[config.mk]
export PLATFORM = sky130hd
export DESIGN_NAME = data_mem_lsu_flat
export DESIGN_NICKNAME = d
export VERILOG_FILES = /design/src/rtl/data_mem_lsu_if.sv /design/src/rtl/data_mem_lsu.sv /design/src/flat_wrapper.sv
export SDC_FILE = /design/constraint.sdc
export NUM_CORES = 1
export LEC_CHECK = 0
export ABC_AREA = 1
export ABC_CLOCK_PERIOD_IN_PS = 1700
export BUFFER_PORTS_ARGS = -buffer_cell sky130_fd_sc_hd__buf_2
export CAP_MARGIN = 20
export CORE_MARGIN = 4
export CORE_UTILIZATION = 49
export CTS_CLUSTER_SIZE = 8
export DETAILED_ROUTE_END_ITERATION = 8
export MAX_ROUTING_LAYER = met4
export PLACE_DENSITY = 0.83
export SLEW_MARGIN = 10
export SYNTH_ARGS = -nofsm -noshare
export SYNTH_HDL_FRONTEND = slang
export SYNTH_SLANG_ARGS = --single-unit
[constraint.sdc]
create_clock -name clk -period 1.7 [get_ports clk]
set_clock_uncertainty 0.05 [all_clocks]
set_input_delay 0.34 -clock clk [delete_from_list [all_inputs] [get_ports clk]]
set_output_delay 0.34 -clock clk [all_outputs]
set_load 0.01 [all_outputs]
[src/rtl/data_mem_lsu_if.sv]
// Core/RAM-facing bundle of the load/store unit.
// The slave modport is the LSU itself; the master modport is the environment
// around it (core MEM stage on the request/response side, data RAM on the
// mem_* side).
interface data_mem_lsu_if #(
  parameter int ADDR_WIDTH = 32
);
  // Core request
  logic                  req_valid;
  logic                  req_ready;
  logic                  req_we;
  logic [2:0]            req_funct3;
  logic [ADDR_WIDTH-1:0] req_addr;
  logic [31:0]           req_wdata;
  // Core response
  logic                  resp_valid;
  logic                  resp_ready;
  logic [31:0]           resp_rdata;
  logic [1:0]            resp_cause;
  // Data RAM port
  logic [3:0]            mem_we;
  logic [ADDR_WIDTH-1:0] mem_addr;
  logic [31:0]           mem_wdata;
  logic [31:0]           mem_rdata;

  modport master (
    output req_valid, req_we, req_funct3, req_addr, req_wdata, resp_ready, mem_rdata,
    input  req_ready, resp_valid, resp_rdata, resp_cause, mem_we, mem_addr, mem_wdata
  );

  modport slave (
    input  req_valid, req_we, req_funct3, req_addr, req_wdata, resp_ready, mem_rdata,
    output req_ready, resp_valid, resp_rdata, resp_cause, mem_we, mem_addr, mem_wdata
  );
endinterface

[src/rtl/data_mem_lsu.sv]
// RV32 load/store unit in front of a byte-enabled, synchronous-read data RAM.
// One request in flight: IDLE -> ACCESS -> (DATA) -> RESP, or straight to
// RESP when the request is rejected. Every RAM-side and response output is a
// flop, so nothing combinational from the core reaches the RAM.
module data_mem_lsu #(
  parameter int DEPTH      = 15,
  parameter int ADDR_WIDTH = 32
) (
  input logic           clk,
  input logic           rst_n,
  data_mem_lsu_if.slave bus
);

  typedef enum logic [1:0] {IDLE, ACCESS, DATA, RESP} state_e;

  typedef enum logic [1:0] {
    CAUSE_OK       = 2'd0,
    CAUSE_MISALIGN = 2'd1,
    CAUSE_FAULT    = 2'd2,
    CAUSE_ILLEGAL  = 2'd3
  } cause_e;

  state_e                state_q, state_d;
  logic                  we_q, we_d;
  logic [2:0]            funct3_q, funct3_d;
  logic [ADDR_WIDTH-1:0] addr_q, addr_d;
  logic [31:0]           wdata_q, wdata_d;
  logic [3:0]            mem_we_q, mem_we_d;
  logic                  resp_valid_q, resp_valid_d;
  logic [31:0]           resp_rdata_q, resp_rdata_d;
  cause_e                resp_cause_q, resp_cause_d;

  logic       req_illegal, req_misaligned, req_fault;
  cause_e     req_cause;
  logic [1:0] req_off;
  logic [3:0] req_be;
  logic [31:0] req_lanes;
  logic [7:0]  load_byte;
  logic [15:0] load_half;
  logic [31:0] load_ext;

  assign req_off = bus.req_addr[1:0];

  // Decode the incoming request: error cause, byte enables, lane-replicated data.
  always_comb begin
    // NOTE: every signal assigned in a combinational block gets a value on
    // every path (here and in the next-state block via defaults first);
    // otherwise synthesis infers a latch.
    req_illegal    = 1'b0;
    req_misaligned = 1'b0;
    req_be         = 4'b1111;
    req_lanes      = bus.req_wdata;

    if (bus.req_we) req_illegal = (bus.req_funct3 >= 3'b011);
    else            req_illegal = (bus.req_funct3 == 3'b011) || (bus.req_funct3[2:1] == 2'b11);

    case (bus.req_funct3[1:0])
      2'b00: begin
        req_be    = 4'b0001 << req_off;
        req_lanes = {4{bus.req_wdata[7:0]}};
      end
      2'b01: begin
        req_misaligned = req_off[0];
        req_be         = 4'b0011 << req_off;
        req_lanes      = {2{bus.req_wdata[15:0]}};
      end
      2'b10:   req_misaligned = (req_off != 2'b00);
      default: req_misaligned = 1'b0;
    endcase

    // Anything beyond the 2^(DEPTH+2)-byte window has no backing RAM.
    req_fault = (bus.req_addr >> (DEPTH + 2)) != '0;

    if (req_illegal)         req_cause = CAUSE_ILLEGAL;
    else if (req_misaligned) req_cause = CAUSE_MISALIGN;
    else if (req_fault)      req_cause = CAUSE_FAULT;
    else                     req_cause = CAUSE_OK;
  end

  // Pick the addressed lane out of the RAM word and extend it to 32 bits.
  always_comb begin
    load_byte = bus.mem_rdata[{addr_q[1:0], 3'b000} +: 8];
    load_half = addr_q[1] ? bus.mem_rdata[31:16] : bus.mem_rdata[15:0];
    case (funct3_q)
      3'b000:  load_ext = {{24{load_byte[7]}}, load_byte};
      3'b001:  load_ext = {{16{load_half[15]}}, load_half};
      3'b100:  load_ext = {24'h0, load_byte};
      3'b101:  load_ext = {16'h0, load_half};
      default: load_ext = bus.mem_rdata;
    endcase
  end

  // Next-state and next-output logic of the request FSM.
  always_comb begin
    state_d      = state_q;
    we_d         = we_q;
    funct3_d     = funct3_q;
    addr_d       = addr_q;
    wdata_d      = wdata_q;
    mem_we_d     = 4'b0000;  // write strobes live for exactly the ACCESS cycle
    resp_valid_d = resp_valid_q;
    resp_rdata_d = resp_rdata_q;
    resp_cause_d = resp_cause_q;

    case (state_q)
      IDLE: begin
        if (bus.req_valid) begin
          we_d         = bus.req_we;
          funct3_d     = bus.req_funct3;
          addr_d       = bus.req_addr;
          wdata_d      = req_lanes;
          resp_rdata_d = '0;
          resp_cause_d = req_cause;
          if (req_cause != CAUSE_OK) begin
            state_d      = RESP;
            resp_valid_d = 1'b1;
          end else begin
            state_d  = ACCESS;
            mem_we_d = bus.req_we ? req_be : 4'b0000;
          end
        end
      end
      ACCESS: begin
        if (we_q) begin
          state_d      = RESP;
          resp_valid_d = 1'b1;
        end else begin
          state_d = DATA;
        end
      end
      DATA: begin
        resp_rdata_d = load_ext;
        resp_valid_d = 1'b1;
        state_d      = RESP;
      end
      RESP: begin
        if (bus.resp_ready) begin
          state_d      = IDLE;
          resp_valid_d = 1'b0;
        end
      end
      default: state_d = IDLE;
    endcase
  end

  // State and registered outputs; reset also kills an in-flight write strobe.
  always_ff @(posedge clk or negedge rst_n) begin
    if (!rst_n) begin
      state_q      <= IDLE;
      we_q         <= 1'b0;
      funct3_q     <= 3'b000;
      addr_q       <= '0;
      wdata_q      <= '0;
      mem_we_q     <= 4'b0000;
      resp_valid_q <= 1'b0;
      resp_rdata_q <= '0;
      resp_cause_q <= CAUSE_OK;
    end else begin
      // NOTE: clocked state uses non-blocking assignments so every flop
      // samples pre-edge values regardless of statement order.
      state_q      <= state_d;
      we_q         <= we_d;
      funct3_q     <= funct3_d;
      addr_q       <= addr_d;
      wdata_q      <= wdata_d;
      mem_we_q     <= mem_we_d;
      resp_valid_q <= resp_valid_d;
      resp_rdata_q <= resp_rdata_d;
      resp_cause_q <= resp_cause_d;
    end
  end

  assign bus.req_ready  = (state_q == IDLE);
  assign bus.resp_valid = resp_valid_q;
  assign bus.resp_rdata = resp_rdata_q;
  assign bus.resp_cause = resp_cause_q;
  assign bus.mem_we     = mem_we_q;
  assign bus.mem_addr   = {addr_q[ADDR_WIDTH-1:2], 2'b00};
  assign bus.mem_wdata  = wdata_q;

endmodule

[src/flat_wrapper.sv]
// flat-port wrapper written by rule: the top's interface ports become plain ports
module data_mem_lsu_flat 
#(
  parameter int DEPTH      = 15,
  parameter int ADDR_WIDTH = 32
)
  (clk, rst_n, bus_req_valid, bus_req_we, bus_req_funct3, bus_req_addr, bus_req_wdata, bus_resp_ready, bus_mem_rdata, bus_req_ready, bus_resp_valid, bus_resp_rdata, bus_resp_cause, bus_mem_we, bus_mem_addr, bus_mem_wdata);
  data_mem_lsu_if #(.ADDR_WIDTH(ADDR_WIDTH)) bus_i ();
  input logic clk;
  input logic rst_n;
  input wire logic [$bits(bus_i.req_valid)-1:0] bus_req_valid;
  input wire logic [$bits(bus_i.req_we)-1:0] bus_req_we;
  input wire logic [$bits(bus_i.req_funct3)-1:0] bus_req_funct3;
  input wire logic [$bits(bus_i.req_addr)-1:0] bus_req_addr;
  input wire logic [$bits(bus_i.req_wdata)-1:0] bus_req_wdata;
  input wire logic [$bits(bus_i.resp_ready)-1:0] bus_resp_ready;
  input wire logic [$bits(bus_i.mem_rdata)-1:0] bus_mem_rdata;
  output wire logic [$bits(bus_i.req_ready)-1:0] bus_req_ready;
  output wire logic [$bits(bus_i.resp_valid)-1:0] bus_resp_valid;
  output wire logic [$bits(bus_i.resp_rdata)-1:0] bus_resp_rdata;
  output wire logic [$bits(bus_i.resp_cause)-1:0] bus_resp_cause;
  output wire logic [$bits(bus_i.mem_we)-1:0] bus_mem_we;
  output wire logic [$bits(bus_i.mem_addr)-1:0] bus_mem_addr;
  output wire logic [$bits(bus_i.mem_wdata)-1:0] bus_mem_wdata;
  assign bus_i.req_valid = bus_req_valid;
  assign bus_i.req_we = bus_req_we;
  assign bus_i.req_funct3 = bus_req_funct3;
  assign bus_i.req_addr = bus_req_addr;
  assign bus_i.req_wdata = bus_req_wdata;
  assign bus_i.resp_ready = bus_resp_ready;
  assign bus_i.mem_rdata = bus_mem_rdata;
  assign bus_req_ready = bus_i.req_ready;
  assign bus_resp_valid = bus_i.resp_valid;
  assign bus_resp_rdata = bus_i.resp_rdata;
  assign bus_resp_cause = bus_i.resp_cause;
  assign bus_mem_we = bus_i.mem_we;
  assign bus_mem_addr = bus_i.mem_addr;
  assign bus_mem_wdata = bus_i.mem_wdata;
  data_mem_lsu #(.DEPTH(DEPTH), .ADDR_WIDTH(ADDR_WIDTH)) u_core (.clk(clk), .rst_n(rst_n), .bus(bus_i));
endmodule
# Word level (Yosys, flattened, before mapping)
# Index checks and enable logic that the tools add are counted.
[op_classes]
muxes = 25
n_eq_ne = 14
reduce_logical = 12
order_cmp = 1
n_shift = 3
[ops]
columns = ["operator", "count"]
rows = [
  ["one-hot mux 32 bit (2 select lines)", 2],
  ["one-hot mux 32 bit (4 select lines)", 1],
  ["2-to-1 mux 32 bit", 1],
  ["nonzero test 32 bit", 1],
  ["indexed part select 32 x 6 -> 8 bit", 1],
  ["2-to-1 mux 16 bit", 1],
  ["2-to-1 mux 4 bit", 4],
  ["2-to-1 mux 2 bit", 6],
  ["equality test 2 bit (second input constant)", 4],
  ["one-hot mux 2 bit (4 select lines)", 1],
  ["one-hot mux 4 bit (2 select lines)", 1],
  ["equality test 3 bit (second input constant)", 2],
  ["2-to-1 mux 1 bit", 6],
  ["AND reduction 2 bit", 3],
  ["nonzero test 2 bit", 3],
  ["equality test 2 x 1 -> 1 bit (second input constant)", 2],
  ["zero test 2 bit", 2],
  ["!= test 2 x 1 -> 1 bit (second input constant)", 2],
  ["!= test 2 bit (second input constant)", 2],
  ["one-hot mux 1 bit (4 select lines)", 1],
  ["AND reduction 4 bit", 1],
  ["left shift 1 x 2 -> 4 bit (first input constant)", 1],
  ["left shift 2 x 2 -> 4 bit (first input constant)", 1],
  ["equality test 3 x 1 -> 1 bit (second input constant)", 1],
  ["other kinds (5)", 5],
]
[word_totals]
wordCells = 64
reg_bits = 109

# Longest topological paths before layout
[depth]
word_depth = 8
depth_mapped = 10
depth_no_buf = 10

# Least setup slack after synthesis
# OpenSTA, ideal clock, no wires.
[synth_path]
path_kind = "register to register"
start = "reg u_core.state_q[0]"
end = "reg u_core.resp_rdata_q[2] (netlist: u_core.bus.resp_rdata[2])"
stages_incl_launch_ff = 9
arrival_ns = 1.389
setup_ns = 0.125
synth_period_minus_slack_ns = 1.564
path_slack_ns = 0.136
cell_sequence = "dfrtp_1 > inv_1 > ha_1 > nand2_1 > nand2_1 > buf_2 > a21oi_1 > o221ai_1 > nand2_1"
[synth_via]
elab_chain_len = 3
[synth_rtl]
columns = ["element", "line_no", "source"]
rows = [
  ["start, declared", "data_mem_lsu.sv:23", "state_e state_q, state_d;"],
  ["start signal, assigned", "data_mem_lsu.sv:161", "state_q <= state_d;"],
  ["zero test 2 bit (*)", "-", ""],
  ["named net bus_req_ready", "flat_wrapper.sv:18", "output wire logic [$bits(bus_i.req_ready)-1:0] bus_req_ready;"],
  ["!= test 2 bit (no source line) / nonzero test 2 bit (equally long branches)", "-", ""],
  ["AND reduction 2 bit (no source line)", "-", ""],
  ["end signal, assigned", "data_mem_lsu.sv:168", "resp_rdata_q <= resp_rdata_d;"],
  ["end, declared", "data_mem_lsu.sv:30", "logic [31:0] resp_rdata_q, resp_rdata_d;"],
]
# Mark *: on every way through the listed nets, which the timed path passes. The rest lies on a longest branch.
# A chain may end at the register's enable or synchronous reset.

# Final worst setup path
[layout_path]
start = "reg u_core.state_q[0]"
end = "out bus_req_ready"
[layout_via]
elab_chain_len = 1
[layout_rtl]
columns = ["element", "line_no", "source"]
rows = [
  ["zero test 2 bit", "data_mem_lsu.sv:173", "assign bus.req_ready = (state_q == IDLE);"],
  ["end, declared", "flat_wrapper.sv:18", ""],
]
# Every way passes these cells.

==> impl_results.md <==
* Worst endpoint required time at between 1 and 1.5 ns
* Post-synthesis mux area share at 0
* WL met2 at slightly below 7 mm
* Placed insts at 975
* Ports at ~210
* Clk pwr share at 0.139
* Arr. time, crit path at 1.27 ns
* Rows at 38
* Register area share after synthesis at 0.506
* Post-synthesis register bit count at roughly 110
* Leakage power at 3.73 nW
* Largest net degree at the start of global routing at 80
* Pre-CTS worst setup slack at -0.107 ns
* Critical R2R Launch: u_core.state_q[0]
* Starting DRC count in detailed routing at roughly 410
* Final Hold Fails at 0
* Cells on worst reg2reg path at 8
* Max Cap Violations at 0
* Final setup margin at between 0.04 and 0.05 ns
* Main combinational cell family by area after synthesis: simple AND/OR/NAND/NOR gates
* Slew Limit Fails at 0
* Share of cells above drive strength 1 at 0.326
* Reg-to-reg slack, setup at ~0.13 ns
* Syn avg cell area at just over 8 um^2
* Psw at 4.83 mW
* Post-DRT Antenna Nets at 0
* Logic pwr share at 0.469
* VDD IR max at roughly 0.85 mV
* GRT Util Overall at 0.234
* Routed wl met3 at approximately 1.4 mm
* Setup violations, final at 0
* Clock latency on the worst-skew pair at approximately 0.36 ns
* Crit path max fanout at 5
* Vias in the first global route at 4,826
* Die width at 113 um
* Setup CP Type: flip-flop to output port
* Internal at 6.36 mW
* Final Non-Filler Cells at about 990
* CTS tree: done
* Ys Warns at 0
* Reg-to-reg endpoint: u_core.bus.resp_rdata[3]
* H-tree levels at 3
* Worst setup path endpoint: bus_req_ready
* Pre-antenna DRT Iters at 5
* Startpoint types: flip-flop
* Routed wire per std cell at roughly 15 um
* Pwr dens at approximately 1700 nW/um^2
* Initial antenna violation count at 1
* Routability cong. at around 0.9
* DR DRC count at 0
* Via Count at between 5,000 and 6,000
* HP Class: input port to flip-flop
* FMAX at roughly 600 MHz
* Adder-Cell Fraction of Synth Area at 0.0186
* Total gr overflow at 0
* Total wire length at about 14 mm
* CTS clk-pin slew, worst paths at between 0.1 and 0.15 ns
* CTS Sinks at between 100 and 150
* First-pass GRT wire length at between 20 and 25 mm
* Worst Setup SP: u_core.state_q[0]
* Synth Area in XOR/XNOR at 0
* Sw Share at 0.432
* Library cells used by synthesis at 29
* Num CTS Buffers at 9
* Initial Util at 0.500
* Synthesized area at between 5000 and 6000 um^2
* Die area at 12,700 um^2
* Post-Synth Simple-Gate Area at 0.213
* Sequential power share at 0.392
* HPWL after DPL at 11.2 mm
* Core Region at between 10,000 and 15,000 um^2
* Met1 WL at just under 6 mm
* Top Layer Used: met4
* Clock root buffer: clkbuf_8
* Outcome: finished clean
* Setup crit end kind: output port
* Final cycle utilization of the critical path at 0.974
* RSZ-0062 raised after global routing: true
* Die height at between 100 and 150 um
* Tmin final at about 1.7 ns
* Area grow syn2layout at 24.0%
* Synth Area in Compound Gates at 0.151
* Final nets at 959
* Clock Path Buffers at 2
* Cells after Synth at about 660
* Via/cell ratio at approximately 5.0
* Port bufs at roughly 200
## flip-flops by register name, indices dropped and copies added (netlist names)
signal	cells
u_core.bus.mem_we	4
u_core.bus.mem_wdata	32
u_core.bus.resp_cause	2
u_core.bus.resp_rdata	32
u_core.addr_q	32
u_core.funct3_q	3
u_core.state_q	2
u_core.we_q	1
u_core.bus.resp_valid	1
## per-layer routing
layer | track usage | vias up
met5 | - | -
met4 | 0.0633 | 0
met3 | 0.0519 | 21
met2 | 0.375 | 256
met1 | 0.303 | 2275
li1 | - | 2451
## final cells by class
class / instances / area, um^2
Inverter: 47 / 185
Multi-Input combinational cell: 447 / 2090
Antenna cell: 1 / 2.50
Sequential cell: 109 / 2730
Tap cell: 140 / 175
Fill cell: 963 / 4110
Timing Repair Buffer: 233 / 1300
Clock buffer: 10 / 128
Clock inverter: 6 / 67.6
## how the worst min path moves through the flow
stage,cells past startpoint,startpoint,endpoint,slack (ns)
3_5_place_dp,1,rst_n,u_core.bus.resp_rdata[3],0.27
5_1_grt,3,bus_req_addr[12],u_core.addr_q[12],0.09
6_report,3,bus_req_addr[3],u_core.addr_q[3],0.10
4_1_cts,3,bus_req_addr[4],u_core.addr_q[4],0.09
3_3_place_gp,1,rst_n,u_core.bus.resp_rdata[3],0.26
2_1_floorplan,0,rst_n,u_core.addr_q[0],-0.006
## power groups by stage
stage | Clock, mW | Combinational (mW) | Sequential [mW]
3_3_place_gp | 0 | 5.07 | 4.41
5_1_grt | 1.72 | 5.91 | 4.55
2_1_floorplan | 0 | 3.44 | 4.60
6_report | 1.56 | 5.24 | 4.39
3_5_place_dp | 0 | 5.23 | 4.40
4_1_cts | 1.60 | 5.25 | 4.39
## synth_stat cells
master / instances / share of area
nand3_1: 5 / 0.0046
dfrtp_1: 109 / 0.51
inv_1: 41 / 0.029
nand2_1: 218 / 0.15
o211ai_2: 1 / 0.0023
nor3_1: 4 / 0.0037
buf_6: 4 / 0.0084
nor3b_1: 1 / 0.0014
clkinv_1: 1 / 0.00070
inv_2: 5 / 0.0035
o21ai_2: 11 / 0.018
nand3_2: 2 / 0.0037
a21oi_1: 36 / 0.033
nand2_2: 2 / 0.0023
buf_4: 36 / 0.050
nor2_1: 50 / 0.035
or2_2: 3 / 0.0035
o21ai_0: 86 / 0.080
nor2_4: 1 / 0.0021
o21a_1: 1 / 0.0014
conb_1: 1 / 0.00070
o22ai_1: 1 / 0.0012
ha_1: 8 / 0.019
clkbuf_1: 5 / 0.0035
o21ai_1: 4 / 0.0037
buf_2: 17 / 0.016
nand4_1: 3 / 0.0035
o221ai_1: 7 / 0.011
nand2_4: 1 / 0.0021
## layout by cell type, fill, tap and decap left out, types with 7 or more instances in the layout
cell      count
buf_4        23
ha_1          7
dfrtp_1     108
a21oi_1      36
nand2_1     216
o221ai_1      7
nor2_1       50
inv_1        40
buf_2       204
clkbuf_8      9
o21ai_2      11
o21ai_0      86
## per-stage QoR
stage | TNS (ns) | total power [mW] | utilization | hold WS (ns) | cell area, um^2
detailed placement | -0.809 | 9.64 | 0.598 | 0.268 | 6450
global route | -0.0426 | 12.2 | 0.619 | 0.0870 | 6690
CTS | 0 | 11.2 | 0.617 | 0.0884 | 6660
global placement | -0.145 | 9.49 | 0.598 | 0.264 | 6450
finish | 0 | 11.2 | 0.619 | 0.103 | 6690
floorplan | 0 | 8.04 | - | -0.00559 | 5400
## worst max-delay path: stages, from the launching register on
cell	delay (ns)
dfrtp_1	0.41
inv_1	0.09
ha_2	0.24
buf_2	0.17
## logic make-up after synthesis
group                    after synthesis
buffers and inverters                109
adder cells (fa/ha/maj)                8
other                                  1
AO/OA/AOI/OAI                        147
flip-flops                           109
AND/OR/NAND/NOR                      290
## repair_timing
action                                  4_1_cts  5_1_grt
endpoints found under the setup margin       31       16
hold buffers                                  1        0
setup buffers                                 0        0
cloned                                        0        0
pin swaps                                     0        0
endpoints found under the hold margin        25        0
resized for setup                             2        5
No activity file was read; power rests on OpenSTA's default activity.
